==> config.mk <==
export PLATFORM = sky130hd
export DESIGN_NAME = sub16_pipe
export DESIGN_NICKNAME = d
export VERILOG_FILES = /design/src/rtl/sub16_pkg.sv /design/src/rtl/sub4_bla.sv /design/src/rtl/sub16_pipe.sv
export SDC_FILE = /design/constraint.sdc
export NUM_CORES = 1
export LEC_CHECK = 0
export BUFFER_PORTS_ARGS = -buffer_cell sky130_fd_sc_hd__buf_2
export CORE_ASPECT_RATIO = 0.5
export CORE_UTILIZATION = 50
export CTS_CLUSTER_DIAMETER = 50
export DETAILED_ROUTE_END_ITERATION = 8
export GPL_TIMING_DRIVEN = 0
export PLACE_DENSITY = 0.69
export SYNTH_ARGS = -nofsm -noshare
export SYNTH_HDL_FRONTEND = slang
export SYNTH_HIERARCHICAL = 1
export SYNTH_SLANG_ARGS = --single-unit
==> constraint.sdc <==
create_clock -name clk -period 3.7 [get_ports clk]
set_input_delay 0.185 -clock clk [delete_from_list [all_inputs] [get_ports clk]]
set_output_delay 0.185 -clock clk [all_outputs]
set_load 0.005 [all_outputs]
==> src/rtl/sub16_pkg.sv <==
// Shared widths and the per-stage register layout for the sliced 16-bit subtractor pipeline.
package sub16_pkg;

    localparam int SLICE_W = 4;
    localparam int STAGES  = 4;
    localparam int DATA_W  = 16;

    // Operand remainders are shifted down one slice per stage, so the live slice is always at [SLICE_W-1:0].
    typedef struct packed {
        logic              valid;
        logic [DATA_W-1:0] a_rem;
        logic [DATA_W-1:0] b_rem;
        logic [DATA_W-1:0] diff;
        logic              borrow;
        logic              eq;
        logic              a_sign;
        logic              b_sign;
    } stage_t;

endpackage

==> src/rtl/sub4_bla.sv <==
// 4-bit combinational borrow-lookahead subtractor: D = A - B - Bin, with borrow-out and slice equality.
module sub4_bla (
    input  logic [3:0] A,
    input  logic [3:0] B,
    input  logic       Bin,
    output logic [3:0] D,
    output logic       Bout,
    output logic       Peq
);

    logic [3:0] g;
    logic [3:0] p;
    logic [4:0] c;

    always_comb begin
        // A borrow is generated where a=0,b=1 and passes through where a==b.
        g    = ~A & B;
        p    = ~(A ^ B);
        c[0] = Bin;
        c[1] = g[0] | (p[0] & Bin);
        c[2] = g[1] | (p[1] & g[0]) | (p[1] & p[0] & Bin);
        c[3] = g[2] | (p[2] & g[1]) | (p[2] & p[1] & g[0]) | (p[2] & p[1] & p[0] & Bin);
        c[4] = g[3] | (p[3] & g[2]) | (p[3] & p[2] & g[1]) | (p[3] & p[2] & p[1] & g[0])
             | (p[3] & p[2] & p[1] & p[0] & Bin);
        D    = A ^ B ^ c[3:0];
        Bout = c[4];
        Peq  = &p;
    end

endmodule

==> src/rtl/sub16_pipe.sv <==
// Four-stage pipelined 16-bit subtractor, one 4-bit slice per stage, with a global valid/ready stall.
module sub16_pipe #(
    parameter int SLICE_W = sub16_pkg::SLICE_W,
    parameter int STAGES  = sub16_pkg::STAGES
) (
    input  logic        clk,
    input  logic        rst,
    input  logic [15:0] A,
    input  logic [15:0] B,
    input  logic        Bin,
    input  logic        in_valid,
    output logic        in_ready,
    output logic [15:0] Diff,
    output logic        Bout,
    output logic        Eq,
    output logic        Ovf,
    output logic        out_valid,
    input  logic        out_ready
);

    import sub16_pkg::*;

    // Entry 0 holds captured operands; entry k+1 holds the state after slice k; the last entry drives the outputs.
    stage_t st_q [STAGES+1];
    stage_t st_d [STAGES+1];

    logic [SLICE_W-1:0] d_w   [STAGES];
    logic               bo_w  [STAGES];
    logic               peq_w [STAGES];
    logic               advance;

    genvar k;
    generate
        for (k = 0; k < STAGES; k++) begin : g_slice
            sub4_bla u_bla (
                .A    (st_q[k].a_rem[SLICE_W-1:0]),
                .B    (st_q[k].b_rem[SLICE_W-1:0]),
                .Bin  (st_q[k].borrow),
                .D    (d_w[k]),
                .Bout (bo_w[k]),
                .Peq  (peq_w[k])
            );
        end
    endgenerate

    assign advance  = !st_q[STAGES].valid || out_ready;
    assign in_ready = advance;

    always_comb begin
        st_d = st_q;
        if (advance) begin
            st_d[0].valid = in_valid;
            if (in_valid) begin
                st_d[0].a_rem  = A;
                st_d[0].b_rem  = B;
                st_d[0].diff   = '0;
                st_d[0].borrow = Bin;
                st_d[0].eq     = 1'b1;
                st_d[0].a_sign = A[DATA_W-1];
                st_d[0].b_sign = B[DATA_W-1];
            end
            // Payload only moves with a valid entry, so bubbles leave the outputs holding their last values.
            for (int unsigned i = 0; i < STAGES; i++) begin
                st_d[i+1].valid = st_q[i].valid;
                if (st_q[i].valid) begin
                    st_d[i+1].a_rem                      = st_q[i].a_rem >> SLICE_W;
                    st_d[i+1].b_rem                      = st_q[i].b_rem >> SLICE_W;
                    st_d[i+1].diff                       = st_q[i].diff;
                    st_d[i+1].diff[i*SLICE_W +: SLICE_W] = d_w[i];
                    st_d[i+1].borrow                     = bo_w[i];
                    st_d[i+1].eq                         = st_q[i].eq & peq_w[i];
                    st_d[i+1].a_sign                     = st_q[i].a_sign;
                    st_d[i+1].b_sign                     = st_q[i].b_sign;
                end
            end
        end
    end

    always_ff @(posedge clk) begin
        if (rst) begin
            for (int unsigned i = 0; i <= STAGES; i++) begin
                st_q[i] <= '0;
            end
        end else begin
            st_q <= st_d;
        end
    end

    assign out_valid = st_q[STAGES].valid;
    assign Diff      = st_q[STAGES].diff;
    assign Bout      = st_q[STAGES].borrow;
    assign Eq        = st_q[STAGES].eq;
    assign Ovf       = (st_q[STAGES].a_sign != st_q[STAGES].b_sign)
                     & (st_q[STAGES].diff[DATA_W-1] != st_q[STAGES].a_sign);

endmodule

Yosys cells after proc, flatten, opt, wreduce, memory -nomap -nowiden
Cells that the tools add are included.
{ "op_classes": {"eq_ne": 2, "bitwise": 129, "n_reduce_logical": 11} }
{ "ops": {"columns": ["cell", "n"], "rows": [
  ["AND 1 bit", 69],
  ["bitwise OR 1 bit", 40],
  ["inverter 4 bit", 8],
  ["bitwise XOR 4 bit", 8],
  ["AND 4 bit", 4],
  ["AND reduction 4 bit", 4],
  ["AND reduction 2 bit", 5],
  ["!= test 1 bit", 2],
  ["zero test 1 bit", 1],
  ["logical OR 1 bit", 1]
]} }
{ "totals": {"ff_bits": 145, "in_bits": 37, "output_inout_bits": 21, "wordCells": 179} }

Depth between registers and ports, before layout
Gate-level depths: netlist (run 1).
{ "logic_depth": {"depth_word": 7, "ltp_mapped": 7} }

Cells and area by module
Netlist (run 1), hierarchy kept.
{ "modules_own_cells": {"columns": ["mod", "instances", "cells_each", "area_per_inst_um2", "seq_area_each_um2"], "rows": [
  ["sub16_pipe", 1, 636, 5479.0, 2742.6],
  ["sub4_bla", 4, 23, 197.7, 0.0]
]} }

Least setup slack after synthesis (run 1)
No wires, ideal clock.
{ "synth_timing": {"path_type": "register -> register", "from": "register st_q[248] (netlist name)", "to": "register st_q[165] (netlist name)", "setup_time_ns": 0.070, "t_arrival_ns": 1.385, "t_required_ns": 3.630, "slack_ns": 2.246, "path_stages_with_launch": 8, "cell_sequence": "dfxtp_1 > inv_1 > ha_1 > a21o_1 > a21oi_1 > xnor2_1 > nand3_1 > a21oi_1"} }
{ "synth_rtl": {"columns": ["element", "line", "source"], "rows": [
  ["start, declared", "sub16_pipe.sv:24", "stage_t st_q [STAGES+1];"],
  ["start signal, assigned", "sub16_pipe.sv:85", "st_q <= st_d;"]
]} }

Final worst setup path (run 1)
{ "layout_timing": {"from": "register st_q (netlist bit out_valid)", "to": "output in_ready"} }
{ "layout_between": {"elab_chain_len": 2} }
{ "layout_lines": {"columns": ["element", "line", "source"], "rows": [
  ["zero test 1 bit", "sub16_pipe.sv:46", "assign advance = !st_q[STAGES].valid || out_ready;"],
  ["logical OR 1 bit", "sub16_pipe.sv:46", null],
  ["end, declared", "sub16_pipe.sv:12", "output logic in_ready,"]
]} }
Every way passes these cells.

==> results, run 1 <==
- The run finished with clean final reports.
- The routed layout has 5369 vias.
- The number of vias per cell is 5.479.
- The root buffer cell is sky130_fd_sc_hd__clkbuf_16.
- Along the worst path, the maximum fanout reaches 10.
- The cell with the biggest individual delay on the critical path is sky130_fd_sc_hd__dfxtp_1.
- The cell area after synthesis is 6270 sq um.
- The wire length per cell is 16.64 um.
- The worst hold path was traced through 3 stages.
- The total area of sequential cells is 2743 sq um.
- For this run, the slowest stage of the critical path takes 0.32 ns.
- In the layout the commonest cells are sky130_fd_sc_hd__dfxtp_1, sky130_fd_sc_hd__o21ai_0, sky130_fd_sc_hd__a21oi_1, sky130_fd_sc_hd__nand3_1, sky130_fd_sc_hd__buf_2.
- Max-cap violations in this run came to 0.
- The worst-case clock skew is 0.009011 ns.
- Summing the sequential cell areas from Yosys gives 43.74% of the chip area.
- The total grt overflow is 0.
- The final layout contains ~860 nets.
- TritonCTS created 17 clock buffers.
- The kind of start point of the critical path is a flop.
- Compared with the post-synthesis result, the final layout area differs by 17.44%.
- Routability-driven placement finished with a final weighted congestion of 0.9228.
- The number of cells produced by synthesis is 728.
- In this run the remaining antenna-violating nets after routing total 0.
- The initialized floorplan defines 28 standard-cell rows.
- The kind of end point of the critical path is a primary output.
- The clock insertion delay at the later pin of the skew report is 0.42 ns.
- The required time reported for the critical path endpoint is between 3 and 4 ns.
- Setup repair after global routing left no endpoint under its margin.
- The placeable core area is approximately 12000 sq um.
- The number of global-route vias before repair is 4980.
- Leaving out fill and tap cells, the most frequent cell in the layout is sky130_fd_sc_hd__dfxtp_1.
- Traced cell by cell, the critical path runs through nor2b_4, inv_2, buf_4, buf_4, buf_2.
- The post-synthesis cell type count is 33.
- 58 I/O pins were placed.
- The pin slew with the least headroom to its limit is about 0.64 ns.
- The filler cells instantiated in the layout total ~1100.
- After clock tree synthesis, the clock-pin slew on the worst setup and hold paths is around 0.060 ns.
- For this run, the number of Yosys warnings is 6.
- In this run, synthesis produced a sequential element count of 137.
- Counting cells, the worst reg-to-reg path comes to 7.
- The power per cell area is 479.2 nW/um^2.
- The number of hold buffers added after CTS was 0.
- The number of antenna violations at the first check in global routing is 0.
- Once detailed placement completed, the half-perimeter wirelength came to 12.03 mm.
- The sum of routed wire length over all layers is 16.31 mm.
- The hold violation total from the final report is 0.
- The CTS tree is done.
- The height of the die is 81.18 um.
- In this run the horizontal extent of the chip is about 160 um.
- The number of nets produced by synthesis is 789.
- The DRC violations left is 0.
- The count of buffers added by post-CTS timing repair for setup is 0.
- The filler-free cell count of the finished design is about 1000.
- The mean area per synthesized cell is 8.612 sq um.
- The standby leakage power is 0.002791 uW.
- The number of sinks on the clock net is between 100 and 150.
- The first global-routing pass estimated 26.07 mm of wire.
- The critical path start-end classification is flop to primary output.
- The number of buffers between clock root and the deepest sink is 2.
- Static timing analysis puts the maximum clock frequency at between 0.5 and 0.6 GHz.
- In the finished design, the share of the clock period the worst path needs comes to 49.21%.
- By instance count, the cell type seen most on the critical path is sky130_fd_sc_hd__buf_4.
- The post-route netlist has around 19% of its cells at a drive strength greater than 1.
- The worst max-slew margin expressed relative to the limit is 57.15%.
- The total routing resource utilization after global routing is 26.32%.
- The die covers 13020 sq um.
- The pre-antenna-repair detailed-routing pass consisted of 5 iterations.
- The number of gates resized after CTS was 0.
- The number of cells after detailed placement is roughly 950.
- The count of inserted antenna diode cells is 0.
- In the final layout, the multi-input gates occupy 2928 sq um.
- The H-tree was split into 4 levels.
- The number of pins with negative max-slew slack in the final report is 0.
- Entering global routing, the biggest net connects 17 pins.
- The post-route minimum period is ~1.8 ns.
- Setup violations remaining at the end of the flow were counted as 0.
- The peak supply drop is 0.0003365 V.
- After routing, the total negative slack on setup checks comes to 0 ns.
- The number of I/O port buffers is 55.
- The starting density of the core is 52.18%.
- The classification of the worst-slack hold path is primary input to flop.
- The violation count after the first detailed-route iteration is 415.
- The signal arrival time at the worst endpoint is 1.64 ns.
## cells in the mapped netlist
cell type | instances | area, sq um
sky130_fd_sc_hd__a21o_1 | 8 | 60.06
sky130_fd_sc_hd__a21oi_1 | 113 | 565.5
sky130_fd_sc_hd__a21oi_2 | 4 | 35.03
sky130_fd_sc_hd__a41oi_2 | 4 | 65.06
sky130_fd_sc_hd__and4_1 | 4 | 35.03
sky130_fd_sc_hd__buf_1 | 2 | 7.510
sky130_fd_sc_hd__buf_12 | 1 | 20.02
sky130_fd_sc_hd__buf_2 | 30 | 150.1
sky130_fd_sc_hd__buf_4 | 22 | 165.2
sky130_fd_sc_hd__buf_6 | 3 | 33.78
sky130_fd_sc_hd__clkbuf_1 | 24 | 90.09
sky130_fd_sc_hd__clkbuf_2 | 1 | 5.000
sky130_fd_sc_hd__dfxtp_1 | 137 | 2743
sky130_fd_sc_hd__fa_1 | 4 | 80.08
sky130_fd_sc_hd__ha_1 | 20 | 250.2
sky130_fd_sc_hd__inv_1 | 33 | 123.9
sky130_fd_sc_hd__inv_2 | 1 | 3.750
sky130_fd_sc_hd__mux2i_1 | 14 | 140.1
sky130_fd_sc_hd__nand2_1 | 7 | 26.28
sky130_fd_sc_hd__nand2_2 | 1 | 6.260
sky130_fd_sc_hd__nand2b_1 | 37 | 231.5
sky130_fd_sc_hd__nand3_1 | 100 | 500.5
sky130_fd_sc_hd__nand3b_1 | 2 | 15.01
sky130_fd_sc_hd__nand4_1 | 3 | 18.77
sky130_fd_sc_hd__nand4b_1 | 14 | 122.6
sky130_fd_sc_hd__nor2_1 | 3 | 11.26
sky130_fd_sc_hd__nor2_8 | 1 | 20.02
sky130_fd_sc_hd__nor2b_4 | 1 | 13.76
sky130_fd_sc_hd__o21ai_0 | 117 | 585.6
sky130_fd_sc_hd__o21ai_1 | 1 | 5.000
sky130_fd_sc_hd__o21ai_2 | 4 | 35.03
sky130_fd_sc_hd__xnor2_1 | 8 | 70.07
sky130_fd_sc_hd__xor2_1 | 4 | 35.03
## worst paths after layout
kind	from	to	slack, ns
max	out_valid	in_ready	1.88
min	A[15]	st_q[263]	0.02
max reg2reg	st_q[89]	Diff[14]	2.04
min reg2reg	st_q[247]	st_q[159]	0.47
## registers in the layout, indices dropped and copies added (netlist names)
signal     count
st_q         118
Bout           1
Diff          16
out_valid      1
Eq             1
## worst max-delay path, delay by kind of cell (launching register included)
family        cells  cell delay [ns]
simple gates      1             0.25
flops             1             0.32
buf+inv           4             0.64
## final cells by class
cell class                      count  share of cell area, %
Buffer                             83                  6.406
Inverter                           34                  1.733
Clock inverter                     12                  2.379
Clock buffer                       20                  5.930
Timing Repair Buffer               55                  3.738
Sequential cell                   137                  37.25
Multi-Input combinational cell    474                  39.76
Tap cell                          165                  2.804
## cell families (layout without fill, tap and decap cells)
kind of cell	Yosys count	after routing	synth area share [%]
compound gates	251	251	21.55
xor+xnor	12	12	1.676
buf+inv	117	204	9.559
fa+ha+maj	24	24	5.268
simple gates	173	173	15.96
flops	137	137	43.74
mux	14	14	2.235
## stage by stage
stage          setup slack [ns]  total power (uW)  area (sq um)  utilization (%)  hold slack [ns]
6_report                  1.879              3528          7363            61.28          0.01692
5_1_grt                   1.828              3638          7363            61.28          0.02411
4_1_cts                   1.903              3527          7363            61.28          0.01225
3_5_place_dp              2.071              1785          6751            56.18           0.4451
3_3_place_gp              2.105              1780          6751            56.18           0.4420
2_1_floorplan             2.246              1711          6270                -           0.3327
## power by group
| group | internal [uW] | switching, uW | total, uW |
|---|---|---|---|
| Combinational | 89.1 | 135 | 224 |
| Clock | 1130 | 644 | 1770 |
| Sequential | 1510 | 22.1 | 1530 |
## layer usage
layer / global-route usage (%) / routed length [um]
met1: 37.42 / 8099
met2: 39.43 / 6673
met3: 5.771 / 1359
met4: 8.857 / 176
met5: 0 / 0
Power figures use the tool's default switching activity.
==> run 2, diff against run 1 <==
ABC_AREA = 1   (was default)
PLACE_DENSITY = 0.71   (was 0.69)
clock period = 1.53 ns   (was 3.7 ns; I/O delays follow)
==> results, run 2 <==
- The number of nets handed over by synthesis was 995.
- Setup repair after global routing could not meet its margin everywhere.
- The required time reported for the critical path endpoint is 1.84 ns.
- In this run the mean area of a mapped cell was 7.525 sq um.
- TritonCTS built the clock tree.
- The worst hold path passes through 4 cells.
- The number of enable-type register cells in the synthesized netlist is 0.
- STA classifies the critical path endpoint as a flop.
- The worst register-to-register path has a setup slack of around 0.033 ns.
- The share of synthesized flip-flops with an asynchronous set or reset is 0%.
- Final hold analysis gives a worst-case slack of 0.01311 ns.
- Before CTS, the worst setup slack after placement is -0.03593 ns.
- On the final layout, the worst clock skew is 0.01153 ns.
- The die is 85.84 um tall.
- The top cell type by area accounts for 39.02% of the synthesized area.
- For the pin with the worst max-slew slack, the measured transition is 0.5061 ns.
- The worst max-slew margin expressed relative to the limit is about two thirds.
- For this block, the routed nets add up to approximately 18 mm of wire.
- The number of antenna violations at the first check in global routing is 0.
- The number of pins with negative max-slew slack in the final report is 0.
- By count the netlist is led by sky130_fd_sc_hd__nand2_1, sky130_fd_sc_hd__nor2_1, sky130_fd_sc_hd__dfxtp_1, sky130_fd_sc_hd__a21oi_1, sky130_fd_sc_hd__nand3b_1.
- The post-synthesis cell type count is 21.
- The classification of the worst-slack hold path is primary input to flop.
- The total grt overflow is 0.
- The peak supply drop is a little under 0.0007 V.
- The final worst setup slack is 0.03347 ns.
- The H-tree was split into 4 levels.
- In the routed design, unresolved DRC markers number 0.
- The hold violation total from the final report is 0.
- Across the run, the number of max-cap violations was 0.
- The slowest stage of the critical path is the sky130_fd_sc_hd__dfxtp_1 cell.
- The number of vias per cell is 5.124.
- The floorplan step defined a die boundary enclosing 14560 sq um.
- The core region is 13630 sq um.
- Yosys printed 6 warnings.
- The analysis attributes to cell leakage a power of 0.003847 uW.
- Along the worst path, the maximum fanout reaches 6.
- The end of the worst register-to-register path is st_q[162].
- For this design the ratio of total power to cell area is roughly 1000 nW/um^2.
- The cell area after synthesis is 7028 sq um.
- The remaining number of nets flagged by the antenna check after routing is 0.
- The post-route minimum period is 1.497 ns.
- In the final layout, the multi-input gates occupy 3628 sq um.
- In the final routed layout, each cell accounts on average for 14.78 um.
- The launching point of the worst reg2reg path is st_q[249].
- The number of global-route vias before repair is 5781.
- The clock-pin transition on the worst setup and hold timing paths is 0.06 ns.
- The cell type with the highest occurrence count on the critical path is sky130_fd_sc_hd__nand2_1.
- The critical path start-end classification is flop to flop.
- The startpoint of the most critical hold path is A[11].
- The number of antenna diodes in the final layout is 0.
- The worst-case reg-to-reg path depth is 9.
- The horizontal extent of the die is approximately 170 um.
- The met2 capacity usage during global routing is 41.39%.
- The maximum single-stage delay on the critical path is 0.33 ns.
- In the global route stage, met3 resource usage came out at 4.015%.
- In the post-synthesis netlist, the biggest area contributors are sky130_fd_sc_hd__dfxtp_1, sky130_fd_sc_hd__nand3b_1, sky130_fd_sc_hd__nand2_1.
- The count of standard-cell rows is 30.
- Summing all flip-flop and latch instances after layout gives approximately 2800 sq um.
- The routed layout has between 6000 and 7000 vias.
- The terminating pin of the worst hold path is st_q[259].
- The critical path goes through inv_1, ha_4, nand2_1, nor2_2, o21ai_0, nand3_1, nand3b_1, nand2_1, nor2_1.
- Relative to the synthesized area, the layout overhead comes to 22.59%.
- The number of primary I/O pins is 58.
- Entering global routing, the biggest net connects 17 pins.
- The clock insertion delay at the later pin of the skew report is 0.42 ns.
- In this run, synthesis produced a sequential element count of 137.
- sky130_fd_sc_hd__dfxtp_1 takes more of the synthesized area than any other cell.
- After the last flow step, the layout net total stands at about 1100.
- Ranked by flip-flop count, first place goes to st_q.
- The share of the cycle needed by the critical path after routing is between 90 and 100%.
- The number of I/O port buffers is 56.
- The final number of setup-violating endpoints is 0.
- The library cells used most frequently in the layout, excluding fill and tap cells, are sky130_fd_sc_hd__nand2_1, sky130_fd_sc_hd__nor2_1, sky130_fd_sc_hd__a21oi_1, sky130_fd_sc_hd__dfxtp_1, sky130_fd_sc_hd__nand3b_1.
- The most common library cell in the layout ignoring fill and taps is sky130_fd_sc_hd__nand2_1.
- The cell with the most instances after synthesis is sky130_fd_sc_hd__nand2_1.
- The most used routing layer in global routing is met2.
- The total routing resource utilization after global routing is around a quarter.
- CTS saw 137 sinks.
- The worst setup path is launched from a flop.
- The share of the Yosys chip area taken by registers is 39.02%.
- For the worst setup path, the data arrival time is 1.81 ns.
- The cell count after synthesis came out at 934.
- The share of the core filled with cells in the final layout is 63.23%.
- The register with the most flip-flops in the layout has 118 of them.
- The run finished with clean final reports.
- The first routing iteration left 373 violations.
- Among all flip-flop cells after synthesis, the most frequent one is sky130_fd_sc_hd__dfxtp_1.
- The total clock buffers created by CTS is 17.
- The maximum achievable frequency is 0.6682 GHz.
- Routability-driven placement finished with a final weighted congestion of 0.8898.
- The number of buffers between clock root and the deepest sink is 2.
- The met1 global-route usage is 36.10%.
- The filler cells instantiated in the layout total ~1200.
- The starting density of the core is slightly above 50%.
- Summed over all nets, the half-perimeter wirelength after detailed placement is 13.22 mm.
- Cells with a size suffix above 1 make up 19.75% of the layout.
- The tree is rooted in a sky130_fd_sc_hd__clkbuf_16.
- The wire length of the first global-routing pass is 29.01 mm.
- The first detailed-routing pass ran for 5 iterations.
==> run 2: changes by cell type in the layout (fill, tap and decap cells not counted), sizes merged, moves of 37 or more <==
cell	change
nor2	+139
nand2	+175
nand3	-77
nand3b	+125
o21ai	-117
nand2b	-37
==> run 2: kinds of logic after synthesis <==
family / Yosys count / share of synthesized area, %
adders and majority gates: 24 / 4.700
AOI/OAI and AO/OA: 140 / 9.970
xor gates and xnor gates: 8 / 0.9970
DFF: 137 / 39.02
buffers and inverters: 141 / 11.80
and+or+nand+nor: 484 / 33.51
==> run 2: area by class of cell <==
class,instances,area share [%]
Inverter,52,2.295
Timing Repair Buffer,94,7.523
Sequential cell,137,31.96
Multi-Input combinational cell,656,42.11
Buffer,89,7.363
Clock inverter,9,0.6099
Clock buffer,21,5.344
Tap cell,192,2.788
==> run 2: timing repair <==
action,4_1_cts,5_1_grt
hold endpoints to repair,38,0
pin swaps,0,13
endpoints found under the setup margin,11,16
gates resized for setup,12,30
buffers inserted,0,5
hold buffers,33,0
==> run 2: critical path, delay by kind of cell, from the launching register on <==
family                     cells  cell delay (ns)
AOI/OAI and AO/OA              1             0.17
buffers and inverters          1             0.07
DFF                            1             0.33
and+or+nand+nor                6             0.55
adders and majority gates      1             0.27
==> run 2: worst max-delay path by stage <==
stage	from	endpoint	slack, ns	cells after the start
6_report	st_q[249]	st_q[162]	0.03	9
5_1_grt	st_q[143]	st_q[68]	-0.08	11
4_1_cts	st_q[248]	st_q[165]	0.01	8
3_5_place_dp	st_q[143]	st_q[68]	-0.04	11
3_3_place_gp	st_q[144]	st_q[68]	-0.02	11
2_1_floorplan	st_q[197]	st_q[117]	0.13	11
==> run 2: power by group <==
group	internal, uW	switching, uW	total, uW
logic	626	667	1290
registers	3760	124	3880
clock network	2110	1520	3630
total	6500	2310	8810
==> run 2: per-layer routing <==
metal	part of all wire (%)	vias to the layer above
met5	0	-
met4	1.9	0
met3	5.6	28
met2	43	193
met1	49	2930
li1	-	3254
==> run 2: per-stage QoR <==
| step | std cells | setup TNS (ns) | instance area [sq um] | power, uW |
|---|---|---|---|---|
| 2_1_floorplan | 934 | 0 | 7028 | 4765 |
| 3_3_place_gp | 1182 | -0.03596 | 7548 | 5033 |
| 3_5_place_dp | 1182 | -0.1105 | 7548 | 5062 |
| 4_1_cts | 1245 | 0 | 8431 | 8732 |
| 5_1_grt | 1250 | -0.3026 | 8616 | 9153 |
| 6_report | 1250 | 0 | 8616 | 8810 |
==> run 3, diff against run 2 <==
PLACE_DENSITY = default   (was 0.71)
PLACE_DENSITY_LB_ADDON = 0.08   (was default)
==> results, run 3 (synthesis gave the netlist of run 2 again) <==
- The die covers 14560 sq um.
- The total negative setup slack is 0 ns.
- Including well taps, the total number of placed cells is around 1200.
- The number of pins with negative max-slew slack in the final report is 0.
- The power spent charging and discharging nets is 2386 uW.
- The power per cell area is 1118 nW/um^2.
- The top cell types in the final layout, fill and taps aside, are sky130_fd_sc_hd__nand2_1, sky130_fd_sc_hd__nor2_1, sky130_fd_sc_hd__a21oi_1, sky130_fd_sc_hd__nand3b_1, sky130_fd_sc_hd__dfxtp_1.
- After layout, the minimum clock period comes to 1.488 ns.
- In this run the deepest clock path goes through 2 buffers.
- The final number of setup-violating endpoints is 0.
- The number of sinks on the clock net is 137.
- Measured against its own limit, the worst slew margin works out to approximately two thirds.
- The required time reported for the critical path endpoint is 1.84 ns.
- The completed layout was analyzed and its total power is 9784 uW.
- The violation count after the first detailed-route iteration is 373.
- Timing analysis after detailed placement gives a worst setup slack of -0.04336 ns.
- The area growth from synthesis to layout is 24.55%.
- The area of the multi-input gates is roughly 3600 sq um.
- The post-route netlist has around a fifth of its cells at a drive strength greater than 1.
- The signal arrival time at the worst endpoint is 1.80 ns.
- The placeable core area is 13630 sq um.
- The first detailed-routing pass ran for 5 iterations.
- The number of antenna violations at the first check in global routing is 0.
- The largest fanout of any net on the critical path is 6.
- The worst-case reg-to-reg path depth is 10.
- The run finished with clean final reports.
- The number of primary I/O pins is 58.
- The number of vias per cell is 5.082.
- Dividing the detail-routed wire length by the instance count gives 15.28 um.
- The post-DP HPWL is 13.68 mm.
- The net switching fraction of the power is 24.39%.
- The total of max-cap violations is 0.
- The most common library cell in the layout ignoring fill and taps is sky130_fd_sc_hd__nand2_1.
- Entering global routing, the biggest net connects 17 pins.
- The maximum achievable frequency is roughly 0.67 GHz.
- TritonCTS built the clock tree.
- The part of the total power dissipated in combinational logic is 13.2%.
- The critical path is of the flop to flop type.
- The pin slew with the least headroom to its limit is between 0.5 and 0.6 ns.
- The clock network burns between 40% and 50% of the power.
- The height of the die is between 80 and 90 um.
- The repair_antennas step left the layout with diodes totalling 0.
- The total clock buffers created by CTS is 17.
- The kind of end point of the critical path is a flop.
- The vias after detailed routing is about 6300.
- The final estimated routing congestion in global placement is 0.8788.
- The cell type with the highest occurrence count on the critical path is sky130_fd_sc_hd__nand2_1.
- The filler-free cell count of the finished design is 1247.
- The final worst setup slack is 0.04247 ns.
- The final critical path takes up between 90% and 100% of the cycle.
- The part of the power in registers is around two fifths.
- In this run the horizontal extent of the chip is 169.7 um.
- The kind of start point of the critical path is a flop.
- The worst hold path passes through 4 cells.
- The initialized floorplan defines 30 standard-cell rows.
- In the routed design, unresolved DRC markers number 0.
- In this run the number of H-tree levels came out at 4.
- The total grt overflow is 0.
- The number of flip-flops under the largest register name is 118.
- Setup repair after global routing could not meet its margin everywhere.
- The remaining number of nets flagged by the antenna check after routing is 0.
- Once the floorplan was initialized, standard cells occupied 51.58% of the core.
- Walking the worst path, the cells encountered are inv_1, ha_4, nand2_1, nor2_2, nor2_2, nand3_1, nand2_1, nand3b_1, nand2_1, nor2_1.
- In this run the clock root is driven by a sky130_fd_sc_hd__clkbuf_16.
- The hold violation total from the final report was 0.
- The filler cells instantiated in the layout total 1229.
- The largest individual stage delay along the critical path comes from the cell sky130_fd_sc_hd__dfxtp_1.
- On the final layout, the worst clock skew is 0.01036 ns.
- Ranked by flip-flop count, first place goes to st_q.
- The clock-pin transition on the worst setup and hold timing paths is roughly 0.06 ns.
- The peak supply drop is ~0.00075 V.
- The standby leakage power is roughly 0.0039 uW.
- The sequential cells in the finished layout cover a total of 2761 sq um.
- The post-layout net count is approximately 1100.
- In this run the worst hold path is classified as primary input to flop.
- The later pin in the worst-skew pair is clocked with a latency of 0.42 ns.
- The sum of routed wire length over all layers is 19.05 mm.
- The internal power is between 7000 and 8000 uW.
- The maximum single-stage delay on the critical path is 0.33 ns.
- The number of I/O port buffers is 56.
- The first global-routing pass estimated 29.64 mm of wire.
- The number of global-route vias before repair was 5758.
- The total routing resource utilization after global routing is between 20% and 30%.
-- run 3: changes by cell type in the layout (fill, tap and decap cells not counted), sizes merged --
| cell | delta |
|---|---|
| clkinvlp | -2 |
| clkbuf | -1 |
| dlygate4sd3 | -1 |
| clkinv | -1 |
| bufinv | +5 |
| buf | -3 |
-- run 3: final timing paths --
| check | to | slack, ns | from |
|---|---|---|---|
| max | st_q[117] | 0.04 | st_q[196] |
| min | st_q[259] | 0.003 | A[11] |
| max reg2reg | st_q[117] | 0.04 | st_q[196] |
| min reg2reg | st_q[67] | 0.47 | st_q[67] |
-- run 3: power by group through the flow --
stage / Clock (uW) / Sequential, uW / Combinational, uW
4_1_cts: 4650 / 3870 / 1230
3_3_place_gp: 0 / 3940 / 1110
3_5_place_dp: 0 / 3940 / 1130
2_1_floorplan: 0 / 3900 / 863
5_1_grt: 4810 / 3900 / 1450
6_report: 4610 / 3880 / 1300
-- run 3: area by class of cell --
class | instances | area share [%]
Clock inverter | 11 | 2.216
Buffer | 89 | 7.247
Multi-Input combinational cell | 656 | 41.62
Clock buffer | 20 | 5.332
Sequential cell | 137 | 31.55
Inverter | 52 | 2.258
Timing Repair Buffer | 90 | 7.033
Tap cell | 192 | 2.744
-- run 3: metrics by stage --
step / hold WS, ns / instance area, sq um / utilization, %
after detailed placement: 0.3533 / 7548 / 55.40
after global routing: 0.01660 / 8753 / 64.24
final: 0.002944 / 8753 / 64.24
after global placement: 0.3539 / 7548 / 55.40
after floorplan: 0.1456 / 7028 / -
after CTS: 0.001682 / 8588 / 63.03
-- run 3: critical path, delay by kind of cell, from the launching register on --
kind / cells / cell delay [ns]
fa+ha+maj: 1 / 0.30
buf+inv: 1 / 0.07
flops: 1 / 0.33
simple gates: 8 / 0.67
-- run 3: repair_timing --
item | CTS | global route
hold endpoints to repair | 37 | 0
resized for setup | 13 | 34
hold buffers | 32 | 0
buffers inserted | 0 | 2
pin swaps | 0 | 10
endpoints found under the setup margin | 11 | 16
-- run 3: routing by layer --
layer,share of wire [%],track usage [%]
met5,0,0
met4,1.1,7.207
met3,5.0,5.491
met2,44,43.41
met1,50,37.16
